## config.mk

```make
export PLATFORM = sky130hd
export DESIGN_NAME = wb_sram_memtest_flat
export DESIGN_NICKNAME = d
export VERILOG_FILES = /design/src/rtl/wb_sram_memtest_if.sv /design/src/rtl/wb_sram_memtest.sv /design/src/flat_wrapper.sv
export SDC_FILE = /design/constraint.sdc
export NUM_CORES = 1
export LEC_CHECK = 0
export BUFFER_PORTS_ARGS = -buffer_cell sky130_fd_sc_hd__buf_2
export CAP_MARGIN = 0
export CORE_MARGIN = 1
export CORE_UTILIZATION = 52
export CTS_CLUSTER_SIZE = 25
export DETAILED_ROUTE_END_ITERATION = 6
export PLACE_DENSITY = 0.83
export REMOVE_ABC_BUFFERS = 1
export SLEW_MARGIN = 20
export SYNTH_ARGS = -nofsm -noshare
export SYNTH_HDL_FRONTEND = slang
export SYNTH_SLANG_ARGS = --single-unit
```

## constraint.sdc

```tcl
create_clock -name clk -period 11.6 [get_ports clk]
set_input_delay 2.32 -clock clk [delete_from_list [all_inputs] [get_ports clk]]
set_output_delay 2.32 -clock clk [all_outputs]
set_load 0.05 [all_outputs]
```

## src/rtl/wb_sram_memtest_if.sv

```systemverilog
// Wishbone classic bus between the memory-test initiator and its responder.
interface wb_sram_memtest_if #(
  parameter int ADR_W = 17
);
  logic             cyc_o;
  logic             stb_o;
  logic             we_o;
  logic [3:0]       sel_o;
  logic [ADR_W-1:0] adr_o;
  logic [31:0]      dat_o;
  logic [31:0]      dat_i;
  logic             ack_i;

  modport master (
    output cyc_o, stb_o, we_o, sel_o, adr_o, dat_o,
    input  dat_i, ack_i
  );

  modport slave (
    input  cyc_o, stb_o, we_o, sel_o, adr_o, dat_o,
    output dat_i, ack_i
  );
endinterface

```

## src/rtl/wb_sram_memtest.sv

```systemverilog
// Wishbone initiator that writes seed^address to a word range, reads it back and
// reports the first mismatch or missing ack.
module wb_sram_memtest #(
  parameter int ADR_W   = 17,
  parameter int TIMEOUT = 64
) (
  input  logic              clk,
  input  logic              rst,
  input  logic              start,
  input  logic [ADR_W-1:0]  base,
  input  logic [ADR_W-3:0]  length,
  input  logic [31:0]       seed,
  output logic              busy,
  output logic              done,
  output logic              pass,
  output logic              timeout,
  output logic [ADR_W-1:0]  err_adr,
  output logic [31:0]       err_dat,
  wb_sram_memtest_if.master wb
);
  typedef enum logic [2:0] {IDLE, WR_REQ, WR_GAP, RD_REQ, RD_GAP, DONE} state_e;

  state_e           state_q, state_d;
  logic [ADR_W-1:0] cur_q, cur_d, base_q, base_d;
  logic [ADR_W-3:0] rem_q, rem_d, len_q, len_d;
  logic [31:0]      seed_q, seed_d;
  logic [7:0]       wcnt_q, wcnt_d;
  logic             busy_q, busy_d, done_q, done_d, pass_q, pass_d, to_q, to_d;
  logic [ADR_W-1:0] err_adr_q, err_adr_d;
  logic [31:0]      err_dat_q, err_dat_d;
  logic             req, last, wait_exp;
  logic [31:0]      exp_dat;

  function automatic logic [31:0] pat(input logic [31:0] s, input logic [ADR_W-1:0] a);
    pat = s ^ 32'(a);
  endfunction

  assign req      = (state_q == WR_REQ) || (state_q == RD_REQ);
  assign last     = (rem_q == (ADR_W-2)'(1));
  assign wait_exp = (wcnt_q == 8'(TIMEOUT - 1));
  assign exp_dat  = pat(seed_q, cur_q);

  // Bus outputs are pure decodes of state so they stay stable while stb_o is high.
  assign wb.cyc_o = req;
  assign wb.stb_o = req;
  assign wb.we_o  = (state_q == WR_REQ);
  assign wb.sel_o = req ? 4'hF : 4'h0;
  assign wb.adr_o = req ? cur_q : '0;
  assign wb.dat_o = (state_q == WR_REQ) ? exp_dat : '0;

  assign busy    = busy_q;
  assign done    = done_q;
  assign pass    = pass_q;
  assign timeout = to_q;
  assign err_adr = err_adr_q;
  assign err_dat = err_dat_q;

  always_comb begin
    state_d   = state_q;
    cur_d     = cur_q;
    base_d    = base_q;
    rem_d     = rem_q;
    len_d     = len_q;
    seed_d    = seed_q;
    wcnt_d    = wcnt_q;
    busy_d    = busy_q;
    done_d    = done_q;
    pass_d    = pass_q;
    to_d      = to_q;
    err_adr_d = err_adr_q;
    err_dat_d = err_dat_q;
    case (state_q)
      IDLE: if (start) begin
        done_d    = 1'b0;
        pass_d    = 1'b0;
        to_d      = 1'b0;
        err_adr_d = '0;
        err_dat_d = '0;
        base_d    = base & ~(ADR_W'(3));
        cur_d     = base & ~(ADR_W'(3));
        len_d     = length;
        rem_d     = length;
        seed_d    = seed;
        wcnt_d    = '0;
        if (length != '0) begin
          busy_d  = 1'b1;
          state_d = WR_REQ;
        end else begin
          done_d  = 1'b1;
          pass_d  = 1'b1;
          state_d = DONE;
        end
      end
      WR_REQ: begin
        if (wb.ack_i) begin
          state_d = WR_GAP;
        end else if (wait_exp) begin
          to_d      = 1'b1;
          err_adr_d = cur_q;
          err_dat_d = '0;
          busy_d    = 1'b0;
          done_d    = 1'b1;
          state_d   = DONE;
        end else begin
          wcnt_d = wcnt_q + 8'd1;
        end
      end
      WR_GAP: begin
        wcnt_d = '0;
        if (last) begin
          cur_d   = base_q;
          rem_d   = len_q;
          state_d = RD_REQ;
        end else begin
          cur_d   = cur_q + ADR_W'(4);
          rem_d   = rem_q - (ADR_W-2)'(1);
          state_d = WR_REQ;
        end
      end
      RD_REQ: begin
        // An ack on the timeout edge still counts as a normal completion.
        if (wb.ack_i) begin
          if (wb.dat_i != exp_dat) begin
            err_adr_d = cur_q;
            err_dat_d = wb.dat_i;
            busy_d    = 1'b0;
            done_d    = 1'b1;
            state_d   = DONE;
          end else begin
            state_d = RD_GAP;
          end
        end else if (wait_exp) begin
          to_d      = 1'b1;
          err_adr_d = cur_q;
          err_dat_d = '0;
          busy_d    = 1'b0;
          done_d    = 1'b1;
          state_d   = DONE;
        end else begin
          wcnt_d = wcnt_q + 8'd1;
        end
      end
      RD_GAP: begin
        wcnt_d = '0;
        if (last) begin
          pass_d  = 1'b1;
          busy_d  = 1'b0;
          done_d  = 1'b1;
          state_d = DONE;
        end else begin
          cur_d   = cur_q + ADR_W'(4);
          rem_d   = rem_q - (ADR_W-2)'(1);
          state_d = RD_REQ;
        end
      end
      DONE:    state_d = IDLE;
      default: state_d = IDLE;
    endcase
  end

  always_ff @(posedge clk) begin
    if (rst) begin
      state_q   <= IDLE;
      busy_q    <= 1'b0;
      done_q    <= 1'b0;
      pass_q    <= 1'b0;
      to_q      <= 1'b0;
      err_adr_q <= '0;
      err_dat_q <= '0;
    end else begin
      state_q   <= state_d;
      busy_q    <= busy_d;
      done_q    <= done_d;
      pass_q    <= pass_d;
      to_q      <= to_d;
      err_adr_q <= err_adr_d;
      err_dat_q <= err_dat_d;
    end
  end

  // Walk registers are only consumed in REQ/GAP states, which reset never leaves us in.
  always_ff @(posedge clk) begin
    cur_q  <= cur_d;
    base_q <= base_d;
    rem_q  <= rem_d;
    len_q  <= len_d;
    seed_q <= seed_d;
    wcnt_q <= wcnt_d;
  end
endmodule

```

## src/flat_wrapper.sv

```systemverilog
// flat-port wrapper written by rule: the top's interface ports become plain ports
module wb_sram_memtest_flat 
#(
  parameter int ADR_W   = 17,
  parameter int TIMEOUT = 64
)
  (clk, rst, start, base, length, seed, busy, done, pass, timeout, err_adr, err_dat, wb_cyc_o, wb_stb_o, wb_we_o, wb_sel_o, wb_adr_o, wb_dat_o, wb_dat_i, wb_ack_i);
  wb_sram_memtest_if #(.ADR_W(ADR_W)) wb_i ();
  input  logic clk;
  input  logic rst;
  input  logic start;
  input  logic [ADR_W-1:0] base;
  input  logic [ADR_W-3:0] length;
  input  logic [31:0] seed;
  output logic busy;
  output logic done;
  output logic pass;
  output logic timeout;
  output logic [ADR_W-1:0] err_adr;
  output logic [31:0] err_dat;
  output wire logic [$bits(wb_i.cyc_o)-1:0] wb_cyc_o;
  output wire logic [$bits(wb_i.stb_o)-1:0] wb_stb_o;
  output wire logic [$bits(wb_i.we_o)-1:0] wb_we_o;
  output wire logic [$bits(wb_i.sel_o)-1:0] wb_sel_o;
  output wire logic [$bits(wb_i.adr_o)-1:0] wb_adr_o;
  output wire logic [$bits(wb_i.dat_o)-1:0] wb_dat_o;
  input wire logic [$bits(wb_i.dat_i)-1:0] wb_dat_i;
  input wire logic [$bits(wb_i.ack_i)-1:0] wb_ack_i;
  assign wb_cyc_o = wb_i.cyc_o;
  assign wb_stb_o = wb_i.stb_o;
  assign wb_we_o = wb_i.we_o;
  assign wb_sel_o = wb_i.sel_o;
  assign wb_adr_o = wb_i.adr_o;
  assign wb_dat_o = wb_i.dat_o;
  assign wb_i.dat_i = wb_dat_i;
  assign wb_i.ack_i = wb_ack_i;
  wb_sram_memtest #(.ADR_W(ADR_W), .TIMEOUT(TIMEOUT)) u_core (.clk(clk), .rst(rst), .start(start), .base(base), .length(length), .seed(seed), .busy(busy), .done(done), .pass(pass), .timeout(timeout), .err_adr(err_adr), .err_dat(err_dat), .wb(wb_i));
endmodule
```

==> flow_summary.yaml <==
clock_tree:
  clock_latency_ps: 420
  cts_setup_buffers: 0
  post_cts_resized: 0
  cts_max_level: 4
  cts_tree: "built"
  cts_root_buf: "clkbuf_16"
  path_clk_slew_ps: 60
  cts_buffer_depth: 2
  cts_made_buffers: 17
  numClockSinks: 156
  cts_hold_buf: 0
sta:
  worst_slack_ps: 5580
  setup_viol: 0
  tightest_slew_ps: 998
  skew_ps: 6.52
  max-slew-margin-rel_pct: 33.5
  clock.fmax_mhz: 166
  finalHoldWorstSlack_ps: 457
  hold_violations: 0
  finalMaxSlewViolations: 0
  period_minus_slack_ps: 6020
  fin_tns_setup_ps: 0
  period_share_pct: 51.9
  rsz0062_at_grt: "no"
floorplanning:
  start_util_pct: 53.7
  die_height_um: 119
  die_x_um: 119
  pin_count: 209
  core.rowCount: 42
  dieArea_sq_um: 14300
  coreArea_sq_um: 13300
synth:
  mappedNetlistArea_sq_um: 7170
  synthCells: 593
  ys_seq_area_share_pct: 57.5
  ys_warn_count: 0
  syn_area_per_cell_sq_um: 12.1
  synth_edf_count: 100
  async_flop_share_pct: 0
  synth_seq_cells: 156
  ys_types: 48
  ys.flop_type: "edfxtp_1"
critical_path:
  cp_max_fo: 26
  required_ps: 9280
  crit_slowest_cell: "inv_1"
  path_cells: "nand2b_1 -> inv_1 -> nand2b_1 -> inv_1 -> and2_1 -> buf_2"
  crit_arrival_ps: 3700
  slowest_delay_ps: 650
  cp-end-kind: "output port"
  critPathKind: "reg -> out"
  worst_setup_path_start_kind: "register"
cells_and_area:
  fin_area_sq_um: 8830
  stdcell_count: 967
  syn_to_final_growth_pct: 23.2
  nets: 881
  nFillCells: 1055
  drive_gt1_share_pct: 31.1
global_routing:
  grt_max_degree: 54
  grt_first_pass_wirelength_mm: 28.5
  antenna_found_initial: 1
  grt.total_usage_pct: 26.3
  first_global_vias: 5465
  grt_overflow_total: 0
outcome:
  status: "finished, final reports clean"
placed_design:
  numPortBuffers: 204
  gp_congestion: 0.848
  place_inst: 934
  place_ws_ps: 6020
  postPlaceCellArea_sq_um: 8230
  dp_hpwl_mm: 12.4
routing:
  ant_nets: 0
  vias: 5498
  wl_met3_mm: 1.17
  drc: 0
  wirelength_mm: 18.1
  wl_met1_mm: 7.29
  drt_first_pass_iters: 5
  met2_length_mm: 9.14
  route.top_layer_used: "met4"
  wl_per_cell_um: 18.7
  viasPerCell: 5.69
  dr.first_iter.drc_count: 373
worst_hold_path:
  min_path_type: "reg -> reg"
pwr:
  vdd_drop_max_mv: 0.101
  power_density_nw_per_um2: 162
  p_leak_nw: 3.72
flow_run:
  cap_violations: 0
## flip-flops by register name, indices dropped and copies added (netlist names)
signal	flops
u_core.pass	1
u_core.err_adr	17
u_core.base_q	15
u_core.timeout	1
u_core.err_dat	32
u_core.wcnt_q	8
u_core.done	1
u_core.busy	1
u_core.seed_q	32
u_core.rem_q	15
u_core.cur_q	15
u_core.len_q	15
u_core.state_q	3
## report_power, final
group	internal [mW]	total [mW]	leakage (nW)	switching, mW
clock	0.329	0.542	0.290	0.213
sequential	0.632	0.666	1.41	0.0331
combinational	0.0765	0.223	2.02	0.147
total	1.04	1.43	3.72	0.392
## layout make-up
cell class | instances | area, sq um | area share (%)
diodes | 1 | 2.50 | 0.0283
clock buffers | 28 | 561 | 6.35
clock inverters | 4 | 21.3 | 0.241
inverters | 7 | 26.3 | 0.298
multi-input cells | 387 | 2820 | 32.0
flip-flops and latches | 156 | 4120 | 46.7
well taps | 176 | 220 | 2.49
repair buffers | 208 | 1050 | 11.9
## through the flow
stage	total power, mW	utilization, %
after global placement	0.888	61.7
after floorplan	0.825	-
after CTS	1.44	66.0
after global routing	1.48	66.2
final	1.43	66.2
after detailed placement	0.896	61.7
## synth_stat cells, drive strengths merged, types with 2 or more instances
| cell | instances | area (sq um) |
|---|---|---|
| a211oi | 2 | 15.0 |
| a21oi | 8 | 43.8 |
| and4 | 4 | 35.0 |
| inv | 7 | 26.3 |
| dfxtp | 56 | 1120 |
| xnor2 | 49 | 429 |
| edfxtp | 100 | 3000 |
| xnor3 | 12 | 270 |
| and2 | 37 | 231 |
| xor2 | 18 | 158 |
| nand2 | 15 | 56.3 |
| and3 | 8 | 55.1 |
| o21ai | 34 | 170 |
| nor2b | 2 | 12.5 |
| a22o | 47 | 412 |
| or2 | 2 | 12.5 |
| ha | 4 | 50.1 |
| clkbuf | 18 | 67.6 |
| nand2b | 7 | 43.8 |
| buf | 26 | 160 |
| nor4 | 12 | 81.3 |
| nand4 | 13 | 81.3 |
| o21a | 2 | 15.0 |
| nor2 | 44 | 165 |
| a22oi | 31 | 233 |
| nand3 | 12 | 60.1 |
| nor3 | 7 | 35.0 |
## worst paths after layout
kind | from | to | slack [ps] | depth (start not counted)
worst min register to register | u_core.err_adr[1] | u_core.err_adr[1] | 460 | 1
worst max register to register | u_core.rem_q[3] | u_core.cur_q[10] | 8730 | 6
worst max-delay path | u_core.state_q[0] | wb_dat_o[17] | 5580 | 6
worst min-delay path | u_core.err_adr[1] | u_core.err_adr[1] | 460 | 1
## cell families after synthesis
family / Yosys count / share of synthesized area, %
buffers and inverters: 51 / 3.54
other: 1 / 0.0523
adders and majority gates: 4 / 0.698
DFF: 156 / 57.5
and+or+nand+nor: 168 / 12.7
AOI/OAI and AO/OA: 134 / 13.6
xor gates and xnor gates: 79 / 12.0
## cells in the final DEF, fill, tap and decap left out, drive strengths merged, types with 15 or more instances in the layout
master    n
a22oi    31
buf     208
xnor2    49
nand2    15
and2     37
a22o     47
clkbuf   28
xor2     18
edfxtp  100
nor2     44
dfxtp    56
o21ai    34
## routing by layer
| layer | up-vias | GRT usage (%) |
|---|---|---|
| li1 | 2554 | - |
| met1 | 2683 | 32.3 |
| met2 | 226 | 43.6 |
| met3 | 35 | 6.13 |
| met4 | 0 | 12.7 |
| met5 | - | 0 |
## critical path: cells and delay by family, from the launching register on
kind | cells | cell delay (ps)
buffers and inverters | 3 | 1490
flip-flops | 1 | 630
AND/OR/NAND/NOR | 3 | 1150
(Power assumes the default switching activity.)
